--- src/rtl/buffer_ramt_qsize_reader_pkg.sv ---
// Shared constants and types for the buffer-RAM QSIZE reader: word width,
// RAM read latency, control/stream field groupings and the reader FSM state.
package buffer_ramt_qsize_reader_pkg;

    localparam int QSIZE               = 32;
    localparam int BUFFER_READ_LATENCY = 2;

    typedef enum logic [1:0] {
        ST_IDLE  = 2'd0,
        ST_RUN   = 2'd1,
        ST_DRAIN = 2'd2
    } reader_state_e;

    // Fixed-width control and stream inputs; base/len widths depend on DEPTH
    // and therefore travel on the interface directly.
    typedef struct packed {
        logic             start;
        logic             out_ready;
        logic [QSIZE-1:0] ram_rdata;
    } BufferRAMTQsizeReaderInputs;

    typedef struct packed {
        logic             busy;
        logic             done;
        logic             ram_ren;
        logic             out_valid;
        logic             out_last;
        logic [QSIZE-1:0] out_data;
    } BufferRAMTQsizeReaderOutputs;

endpackage

--- src/rtl/buffer_ramt_qsize_reader_if.sv ---
// Signal bundle between the reader, its control master, the buffer RAM read
// port and the downstream stream sink.
interface buffer_ramt_qsize_reader_if
    import buffer_ramt_qsize_reader_pkg::*;
#(
    parameter int DEPTHAD = 9,
    parameter int LENW    = DEPTHAD + 1
) ();

    logic                start;
    logic [DEPTHAD-1:0]  base;
    logic [LENW-1:0]     len;
    logic                busy;
    logic                done;

    logic [DEPTHAD-1:0]  ram_raddr;
    logic                ram_ren;
    logic [QSIZE-1:0]    ram_rdata;

    // Stream: a word transfers on every rising edge where out_valid and
    // out_ready are both high; once out_valid rises, out_data/out_last hold
    // until that transfer, and out_valid never depends on out_ready.
    logic [QSIZE-1:0]    out_data;
    logic                out_valid;
    logic                out_last;
    logic                out_ready;

    reader_state_e       dbg_state;

    modport slave (
        input  start, base, len, ram_rdata, out_ready,
        output busy, done, ram_raddr, ram_ren, out_data, out_valid, out_last,
               dbg_state
    );

    modport master (
        output start, base, len, ram_rdata, out_ready,
        input  busy, done, ram_raddr, ram_ren, out_data, out_valid, out_last,
               dbg_state
    );

endinterface

--- src/rtl/buffer_ramt_qsize_reader_qsize_sync_fifo.sv ---
// Synchronous FIFO with occupancy count; push and pop may share a cycle,
// including push into a full FIFO while it is being popped.
module buffer_ramt_qsize_reader_qsize_sync_fifo #(
    parameter int WIDTH = 33,
    parameter int DEPTH = 4
) (
    input  logic                       clk,
    input  logic                       rst_n,
    input  logic                       push_i,
    input  logic [WIDTH-1:0]           din_i,
    input  logic                       pop_i,
    output logic [WIDTH-1:0]           dout_o,
    output logic                       empty_o,
    output logic [$clog2(DEPTH+1)-1:0] count_o
);

    localparam int AW = (DEPTH > 1) ? $clog2(DEPTH) : 1;
    localparam int CW = $clog2(DEPTH + 1);

    logic [WIDTH-1:0] mem_q [DEPTH];
    logic [AW-1:0]    wr_ptr_q, rd_ptr_q;
    logic [CW-1:0]    count_q;
    logic             do_push, do_pop;

    assign do_pop  = pop_i && (count_q != '0);
    assign do_push = push_i && ((count_q != CW'(DEPTH)) || do_pop);

    always_ff @(posedge clk or negedge rst_n) begin
        if (!rst_n) begin
            wr_ptr_q <= '0;
            rd_ptr_q <= '0;
            count_q  <= '0;
        end else begin
            if (do_push) begin
                wr_ptr_q <= (wr_ptr_q == AW'(DEPTH - 1)) ? '0 : wr_ptr_q + 1'b1;
            end
            if (do_pop) begin
                rd_ptr_q <= (rd_ptr_q == AW'(DEPTH - 1)) ? '0 : rd_ptr_q + 1'b1;
            end
            count_q <= count_q + CW'(do_push) - CW'(do_pop);
        end
    end

    // Storage needs no reset: the count masks every unwritten entry.
    always_ff @(posedge clk) begin
        if (do_push) begin
            mem_q[wr_ptr_q] <= din_i;
        end
    end

    assign dout_o  = mem_q[rd_ptr_q];
    assign empty_o = (count_q == '0);
    assign count_o = count_q;

endmodule

--- src/rtl/buffer_ramt_qsize_reader.sv ---
// Streams a wrap-around range of words out of a fixed-latency buffer RAM,
// matching returning data to issued reads and absorbing backpressure in a FIFO.
module buffer_ramt_qsize_reader
    import buffer_ramt_qsize_reader_pkg::*;
#(
    parameter int DEPTH        = 512,
    parameter int DEPTHAD      = $clog2(DEPTH),
    parameter int READ_LATENCY = BUFFER_READ_LATENCY,
    parameter int FIFO_DEPTH   = READ_LATENCY + 2,
    parameter int LENW         = DEPTHAD + 1
) (
    input logic                        clk,
    input logic                        rstn,
    buffer_ramt_qsize_reader_if.slave  bus
);

    localparam int CW = $clog2(FIFO_DEPTH + 1);

    BufferRAMTQsizeReaderInputs  in_s;
    BufferRAMTQsizeReaderOutputs out_s;

    reader_state_e          state_q, state_d;
    logic [DEPTHAD-1:0]     addr_q, addr_d;
    logic [LENW-1:0]        remaining_q, remaining_d;
    logic                   done_q, done_d;
    logic                   busy_q, busy_d;
    logic [READ_LATENCY-1:0] vld_q, last_q;

    logic                   issue, issue_last, credit_ok;
    logic [CW-1:0]          inflight;
    logic [CW-1:0]          fifo_count;
    logic [QSIZE:0]         fifo_dout;
    logic                   fifo_empty, fifo_valid, fifo_last, pop;

    assign in_s = '{start:     bus.start,
                    out_ready: bus.out_ready,
                    ram_rdata: bus.ram_rdata};

    always_comb begin
        inflight = '0;
        for (int i = 0; i < READ_LATENCY; i++) begin
            inflight = inflight + CW'(vld_q[i]);
        end
    end

    // Every outstanding read owns a FIFO slot, so the FIFO can never overflow.
    assign credit_ok  = ({1'b0, inflight} + {1'b0, fifo_count}) < (CW + 1)'(FIFO_DEPTH);
    assign fifo_valid = !fifo_empty;
    assign fifo_last  = fifo_dout[QSIZE];
    assign pop        = fifo_valid && in_s.out_ready;

    always_comb begin
        state_d     = state_q;
        addr_d      = addr_q;
        remaining_d = remaining_q;
        done_d      = 1'b0;
        issue       = 1'b0;
        issue_last  = 1'b0;
        case (state_q)
            ST_IDLE: begin
                if (in_s.start) begin
                    if (bus.len != '0) begin
                        state_d     = ST_RUN;
                        addr_d      = bus.base;
                        remaining_d = bus.len;
                    end else begin
                        done_d = 1'b1;
                    end
                end
            end
            ST_RUN: begin
                if ((remaining_q != '0) && credit_ok) begin
                    issue       = 1'b1;
                    issue_last  = (remaining_q == LENW'(1));
                    addr_d      = (addr_q == DEPTHAD'(DEPTH - 1)) ? '0 : addr_q + 1'b1;
                    remaining_d = remaining_q - 1'b1;
                    if (issue_last) begin
                        state_d = ST_DRAIN;
                    end
                end
            end
            ST_DRAIN: begin
                if (pop && fifo_last) begin
                    state_d = ST_IDLE;
                    done_d  = 1'b1;
                end
            end
            default: state_d = ST_IDLE;
        endcase
        // busy also covers the done cycle of a real transfer.
        busy_d = (state_d != ST_IDLE) || ((state_q == ST_DRAIN) && (state_d == ST_IDLE));
    end

    always_ff @(posedge clk or negedge rstn) begin
        if (!rstn) begin
            state_q     <= ST_IDLE;
            addr_q      <= '0;
            remaining_q <= '0;
            done_q      <= 1'b0;
            busy_q      <= 1'b0;
            vld_q       <= '0;
            last_q      <= '0;
        end else begin
            state_q     <= state_d;
            addr_q      <= addr_d;
            remaining_q <= remaining_d;
            done_q      <= done_d;
            busy_q      <= busy_d;
            vld_q[0]    <= issue;
            last_q[0]   <= issue_last;
            for (int i = 1; i < READ_LATENCY; i++) begin
                vld_q[i]  <= vld_q[i-1];
                last_q[i] <= last_q[i-1];
            end
        end
    end

    buffer_ramt_qsize_reader_qsize_sync_fifo #(
        .WIDTH (QSIZE + 1),
        .DEPTH (FIFO_DEPTH)
    ) u_fifo (
        .clk     (clk),
        .rst_n   (rstn),
        .push_i  (vld_q[READ_LATENCY-1]),
        .din_i   ({last_q[READ_LATENCY-1], in_s.ram_rdata}),
        .pop_i   (pop),
        .dout_o  (fifo_dout),
        .empty_o (fifo_empty),
        .count_o (fifo_count)
    );

    // Stream outputs read zero while empty so reset and idle look identical.
    always_comb begin
        out_s           = '0;
        out_s.busy      = busy_q;
        out_s.done      = done_q;
        out_s.ram_ren   = issue;
        out_s.out_valid = fifo_valid;
        out_s.out_last  = fifo_valid && fifo_last;
        out_s.out_data  = fifo_valid ? fifo_dout[QSIZE-1:0] : '0;
    end

    assign bus.busy      = out_s.busy;
    assign bus.done      = out_s.done;
    assign bus.ram_ren   = out_s.ram_ren;
    assign bus.ram_raddr = addr_q;
    assign bus.out_valid = out_s.out_valid;
    assign bus.out_last  = out_s.out_last;
    assign bus.out_data  = out_s.out_data;
    assign bus.dbg_state = state_q;

endmodule

--- src/flat_wrapper.sv ---
// flat-port wrapper written by rule: the top's interface ports become plain ports
module buffer_ramt_qsize_reader_flat import buffer_ramt_qsize_reader_pkg::*;
#(
    parameter int DEPTH        = 512,
    parameter int DEPTHAD      = $clog2(DEPTH),
    parameter int READ_LATENCY = BUFFER_READ_LATENCY,
    parameter int FIFO_DEPTH   = READ_LATENCY + 2,
    parameter int LENW         = DEPTHAD + 1
)
  (clk, rstn, bus_start, bus_base, bus_len, bus_ram_rdata, bus_out_ready, bus_busy, bus_done, bus_ram_raddr, bus_ram_ren, bus_out_data, bus_out_valid, bus_out_last, bus_dbg_state);
  buffer_ramt_qsize_reader_if #(.DEPTHAD(DEPTHAD), .LENW(LENW)) bus_i ();
  input logic clk;
  input logic rstn;
  input wire logic [$bits(bus_i.start)-1:0] bus_start;
  input wire logic [$bits(bus_i.base)-1:0] bus_base;
  input wire logic [$bits(bus_i.len)-1:0] bus_len;
  input wire logic [$bits(bus_i.ram_rdata)-1:0] bus_ram_rdata;
  input wire logic [$bits(bus_i.out_ready)-1:0] bus_out_ready;
  output wire logic [$bits(bus_i.busy)-1:0] bus_busy;
  output wire logic [$bits(bus_i.done)-1:0] bus_done;
  output wire logic [$bits(bus_i.ram_raddr)-1:0] bus_ram_raddr;
  output wire logic [$bits(bus_i.ram_ren)-1:0] bus_ram_ren;
  output wire logic [$bits(bus_i.out_data)-1:0] bus_out_data;
  output wire logic [$bits(bus_i.out_valid)-1:0] bus_out_valid;
  output wire logic [$bits(bus_i.out_last)-1:0] bus_out_last;
  output wire logic [$bits(bus_i.dbg_state)-1:0] bus_dbg_state;
  assign bus_i.start = bus_start;
  assign bus_i.base = bus_base;
  assign bus_i.len = bus_len;
  assign bus_i.ram_rdata = bus_ram_rdata;
  assign bus_i.out_ready = bus_out_ready;
  assign bus_busy = bus_i.busy;
  assign bus_done = bus_i.done;
  assign bus_ram_raddr = bus_i.ram_raddr;
  assign bus_ram_ren = bus_i.ram_ren;
  assign bus_out_data = bus_i.out_data;
  assign bus_out_valid = bus_i.out_valid;
  assign bus_out_last = bus_i.out_last;
  assign bus_dbg_state = bus_i.dbg_state;
  buffer_ramt_qsize_reader #(.DEPTH(DEPTH), .DEPTHAD(DEPTHAD), .READ_LATENCY(READ_LATENCY), .FIFO_DEPTH(FIFO_DEPTH), .LENW(LENW)) u_core (.clk(clk), .rstn(rstn), .bus(bus_i));
endmodule
--- config.mk ---
export PLATFORM = sky130hd
export DESIGN_NAME = buffer_ramt_qsize_reader_flat
export DESIGN_NICKNAME = d
export VERILOG_FILES = /design/src/rtl/buffer_ramt_qsize_reader_pkg.sv /design/src/rtl/buffer_ramt_qsize_reader_if.sv /design/src/rtl/buffer_ramt_qsize_reader_qsize_sync_fifo.sv /design/src/rtl/buffer_ramt_qsize_reader.sv /design/src/flat_wrapper.sv
export SDC_FILE = /design/constraint.sdc
export NUM_CORES = 1
export LEC_CHECK = 0
export CORE_UTILIZATION = 30
export CTS_CLUSTER_SIZE = 20
export DETAILED_ROUTE_END_ITERATION = 10
export GPL_ROUTABILITY_DRIVEN = 0
export SETUP_SLACK_MARGIN = 0.3
export SYNTH_ARGS = -nofsm -noshare
export SYNTH_HDL_FRONTEND = slang
export SYNTH_HIERARCHICAL = 1
export SYNTH_SLANG_ARGS = --single-unit
export TNS_END_PERCENT = 1
--- constraint.sdc ---
create_clock -name clk -period 4 [get_ports clk]
set_clock_uncertainty 0.05 [all_clocks]
set_input_delay 0.4 -clock clk [delete_from_list [all_inputs] [get_ports clk]]
set_output_delay 0.4 -clock clk [all_outputs]
set_load 0.02 [all_outputs]
# Word-level counts from Yosys, hierarchy flattened
# Memory sizes are Yosys's and may differ from the RTL's.
# Cells that the tools add are included.
# word_totals
regBits	34
mem_bits_rw	132
word_cells	77
mem_count	1
# memory_table
memory	words	word_bits	read_ports	rd_clocked_by_memory_dff	write_ports	line	source
u_core.u_fifo.mem_q	4	33	1	0	1	buffer_ramt_qsize_reader_qsize_sync_fifo.sv:20	logic [WIDTH-1:0] mem_q [DEPTH];
# op_classes
n_addsub	8
n_lt_le_gt_ge	1
n_eq_ne	10
mux	28
n_reduce_logical	19
# op_table
operator	count
2-to-1 mux 9 bit	4
2-to-1 mux 32 bit	1
2-to-1 mux 10 bit	3
case mux 10 bit (2 select lines)	1
nonzero test 10 bit	2
case mux 9 bit (2 select lines)	1
2-to-1 mux 2 bit	7
equality test 10 x 1 -> 1 bit (second input constant)	1
subtractor 10 x 1 -> 10 bit (second input constant)	1
adder 9 x 1 -> 9 bit (second input constant)	1
equality test 9 bit (second input constant)	1
2-to-1 mux 1 bit	9
logical AND 1 bit	7
equality test 2 bit (second input constant)	3
case mux 2 bit (3 select lines)	1
adder 2 x 1 -> 2 bit (second input constant)	2
adder 3 x 3 -> 4 bit	1
logical NOT 2 bit	2
less-than comparator 4 x 3 -> 1 bit (second input constant)	1
!= test 2 x 1 -> 1 bit (second input constant)	2
AND reduction 4 bit	1
nonzero test 2 bit	2
adder 3 x 1 -> 3 bit	1
logical NOT 3 bit	1
9 further kinds	10

# Logic depth before layout (Yosys ltp)
# logic_depth
depth_word	9
mapped_depth	11
depth_no_buf	11

# Hierarchy
# Netlist, hierarchy kept.
# by_module_without_submodules
mod	instances	cells_each	area_per_inst_um2
buffer_ramt_qsize_reader_qsize_sync_fifo	1	211	5190.0
buffer_ramt_qsize_reader	1	217	1804.2

# Worst setup path after synthesis
# No wires, ideal clock.
# synth_path
path_kind	reg-to-reg
start	register u_core.u_fifo.count_q[1], in the netlist u_core/u_fifo/count_o[1]
end	register u_core.u_fifo.count_q[2], in the netlist u_core/u_fifo/count_o[2]
setup_ps	124
t_arrival_ps	2684
required_time_ps	3826
setup_slack_ps	1142
stages_incl_launch_ff	12
n_path_buf	0
synth_period_minus_slack_ps	2858
path_cell_list	dfrtp_1 -> nor3_1 -> nor2b_1 -> o41a_1 -> inv_1 -> ha_1 -> inv_1 -> ha_1 -> inv_1 -> fa_1 -> xnor2_1 -> xnor2_1
# synth_via
elab_chain_len	8
elab_cells_between_ends	10
cone_classes	add/sub (2); eq/ne (1); reduce/logical (7)
# synth_lines
item	line	source
start: declaration	buffer_ramt_qsize_reader_qsize_sync_fifo.sv:22	logic [CW-1:0] count_q;
start signal: assignment	buffer_ramt_qsize_reader_qsize_sync_fifo.sv:40	count_q <= count_q + CW'(do_push) - CW'(do_pop);
logical NOT 3 bit *	buffer_ramt_qsize_reader_qsize_sync_fifo.sv:52	assign empty_o = (count_q == '0);
named net u_core.fifo_empty	buffer_ramt_qsize_reader.sv:33	logic fifo_empty, fifo_valid, fifo_last, pop;
logical NOT 1 bit *	buffer_ramt_qsize_reader.sv:48	assign fifo_valid = !fifo_empty;
logical AND 1 bit *	buffer_ramt_qsize_reader.sv:50	assign pop = fifo_valid && in_s.out_ready;
named net u_core.pop	buffer_ramt_qsize_reader.sv:33	
logical AND 1 bit *	buffer_ramt_qsize_reader_qsize_sync_fifo.sv:25	assign do_pop = pop_i && (count_q != '0);
logical OR 1 bit	buffer_ramt_qsize_reader_qsize_sync_fifo.sv:26	assign do_push = push_i && ((count_q != CW'(DEPTH)) || do_pop);
logical AND 1 bit	buffer_ramt_qsize_reader_qsize_sync_fifo.sv:26	
adder 3 x 1 -> 3 bit	buffer_ramt_qsize_reader_qsize_sync_fifo.sv:40	
subtractor 3 x 1 -> 3 bit *	buffer_ramt_qsize_reader_qsize_sync_fifo.sv:40	
# The timed path passes the listed nets; every way through them passes the cells marked *.
# A chain may end at the register's enable or synchronous reset.

# Worst setup path in the final report
# layout_path
start	register u_core.u_fifo.rd_ptr_q[0]
end	output port bus_out_data[21]
# layout_via
elab_chain_len	2
# layout_lines
item	line	source
start: declaration	buffer_ramt_qsize_reader_qsize_sync_fifo.sv:21	logic [AW-1:0] wr_ptr_q, rd_ptr_q;
start signal: assignment	buffer_ramt_qsize_reader_qsize_sync_fifo.sv:38	rd_ptr_q <= (rd_ptr_q == AW'(DEPTH - 1)) ? '0 : rd_ptr_q + 1'b1;
memory read (4 x 33 bit)	n/a	
named net u_core.fifo_dout[21]	buffer_ramt_qsize_reader.sv:32	logic [QSIZE:0] fifo_dout;
2-to-1 mux 32 bit	buffer_ramt_qsize_reader.sv:140	out_s.out_data = fifo_valid ? fifo_dout[QSIZE-1:0] : '0;
end: declaration	flat_wrapper.sv:23	output wire logic [$bits(bus_i.out_data)-1:0] bus_out_data;
# The timed path passes the listed nets, and every way through them passes these cells.

==> metrics.txt <==
result of the run=completed; Reg clk slew, reported paths=70 ps; initial DRC count=242; Vias/cell=4.65; sequential share of power=38.1%; Inserted Clock Buffers=17; R2R setup slack=1200 ps; Root Buffer=clkbuf_16; Comb power frac=40.1%; Post-synth EDFFs=132; R2R Path Start=u_core/u_fifo/count_o[1]; Final ANT Viol Nets=0; TNS Setup=0 ps; CTS sink count=166; die width=155 um; post-synthesis sequential area ratio=68.8%; met3 wire len=779 um; starting density of the core=30.7%; largest net degree at the start of global routing=36; HPWL after DPL=9400 um; critical path capture point type=output port; Synth warnings=6; DRT Pass-1 Iters=4; core area=22800 um^2; routed len/inst=16.8 um; GRT Total Usage=12.9%; Final Slew Violations=0; area delta synth->final=28.0%; Clk pwr share=21.8%; DIE HEIGHT=155 um; number of placement rows=55; Worst R2R End=u_core/u_fifo/count_o[2]; Least-Margin Pin Slew=898 ps; Post-synth top cells=edfxtp_1 (132), nor2b_1 (35), dfrtp_1 (34); Die ar.=23900 um^2; number of max-cap violations=0; Antenna diodes=0; Setup Viol. Count Final=0; first-pass GRT wire length=23400 um; RSZ-0062 raised after global routing=false; met2 wire len=7180 um; Power, Total=7.10 mW; Design Area, Final=8950 um^2; Setup crit end=bus_out_data[21]; clock buffer depth=2; Yosys top cell by area=edfxtp_1; Synth area leaders=edfxtp_1 (57%), dfrtp_1 (12%), mux4_2 (11%), nor2b_1 (3.1%), ha_1 (2.3%); final hold vios=0; worst-path fanout max=20; leak pwr=3.12 nW; Worst Path Buf+Inv=2; GRT overflow=0; crit path DAT=2850 ps; initial antenna violation count=0; Internal Power=4.60 mW; largest incremental delay on the critical path=800 ps; IO Port Bufs=102; crit path cell chain=buf_4 -> mux4_2 -> nor2b_1 -> clkdlybuf4s50_1; DRC Markers=0; Switching Share=35.3%; I/O Pins=103; Synth async-reset ratio=20.5%; worst vdd ir=0.000300 V; Synth Cell Area=6990 um^2; DP Area=8390 um^2; Final Cycle Share=82.5%; H-tree levels=4; Worst slew margin=40.2%; slowest library cell on the worst path=dfrtp_2; top cell type's share of synthesized area=56.7%; cells on worst reg2reg path=11; max frequency=303 MHz; Hold Buf Count CTS=0; Avg Cell Area, Syn=16.3 um^2; vias in the first global route=4222; post-CTS setup buffers=0; startpoint types=flip-flop; Period minus WS final=3300 ps; Synth cell types=46; Pwr per Cell Area=794 nW/um^2; critical path class=flip-flop to output port; met1 wire length=6440 um; Gate Count Post-Synth=428; FF+latch count, synth=166; DRT Wirelength=14500 um; P_sw=2.51 mW; count leader, synth=edfxtp_1; Net Count, Synth=497; DR top layer=met4; worst path required time=3550 ps; worst min path class=flip-flop to flip-flop; CP top delay family=buffers and inverters; Synth Flop Type=edfxtp_1; Layout Nets=608; share of cells above drive strength 1=16.7%; WP depth=4; PostCTS Resize Cnt=0; Worst Setup SP=u_core/u_fifo/rd_ptr_q[0]; Vias=4025; CTS tree=done; Clk Latency, worst-skew pair=420 ps
-- flip-flops by register name, indices dropped and copies added, names as in the netlist --
name,cells
u_core/u_fifo/mem_q,132
u_core/last_q,2
u_core/u_fifo/rd_ptr_q,2
u_core/vld_q,2
u_core/u_fifo/wr_ptr_q,2
u_core/bus.busy,1
u_core/remaining_q,10
u_core/bus.done,1
u_core/u_fifo/count_o,3
u_core/bus.ram_raddr,9
u_core/bus.dbg_state,2
-- routing by layer --
metal,up-vias,track usage (%)
met5,-,0
met4,0,2.83
met2,126,21.6
met1,2021,16.6
met3,10,3.78
li1,1868,-
-- layout make-up --
type                       instances  area, um^2
fill                            2072       13800
tap                              313         392
clock inverter                    15         138
sequential                       166        4820
timing repair buffer             114        1110
inverter                          16        60.1
multi-input combinational        224        2010
clock buffer                      17         425
-- how the worst min path moves through the flow --
stage | startpoint | end | slack [ps] | cells past startpoint
finish | u_core/last_q[0] | u_core/last_q[1] | 300 | 0
global route | u_core/last_q[0] | u_core/last_q[1] | 300 | 0
CTS | u_core/last_q[0] | u_core/last_q[1] | 300 | 0
detailed placement | u_core/last_q[0] | u_core/last_q[1] | 290 | 0
global placement | u_core/last_q[0] | u_core/last_q[1] | 290 | 0
floorplan | rstn | u_core/bus.busy | 50 | 0
-- placed cells by master (no fill, tap or decap), drive strengths merged, types with 3 or more instances in the layout --
cell / instances
nor2: 23
nor3: 9
a21oi: 15
and2: 6
mux4: 33
nand2b: 3
o22a: 3
mux2: 5
inv: 25
clkbuf: 17
o21ba: 3
nand2: 12
xnor2: 3
a31oi: 5
clkinv: 4
nor4: 6
edfxtp: 132
o21ai: 22
ha: 13
buf: 12
clkdlybuf4s50: 102
nor3b: 3
dfrtp: 34
nor2b: 35
nand3: 4
-- power by group through the flow --
stage	combinational, mW	clock [mW]	sequential, mW
finish	2.85	1.55	2.71
global route	3.09	1.67	2.77
global placement	2.86	0	2.72
CTS	2.90	1.58	2.72
floorplan	1.91	0	2.60
detailed placement	2.89	0	2.76
-- cells by family after synthesis --
| family | synth area share, % |
|---|---|
| AO/OA/AOI/OAI | 5.19 |
| XOR/XNOR | 0.501 |
| adder cells (fa/ha/maj) | 2.61 |
| buffers and inverters | 2.59 |
| flip-flops | 68.8 |
| multiplexers | 11.7 |
| AND/OR/NAND/NOR | 8.59 |
-- metrics by stage --
step	hold WS [ps]	instances	utilization, %	worst slack [ps]
6_report	301	865	39.3	701
5_1_grt	304	865	39.3	538
4_1_cts	303	865	39.3	629
3_5_place_dp	290	833	36.8	1030
3_3_place_gp	289	833	36.8	1050
2_1_floorplan	54.4	428	-	1140
No activity file was read; power rests on OpenSTA's default activity.
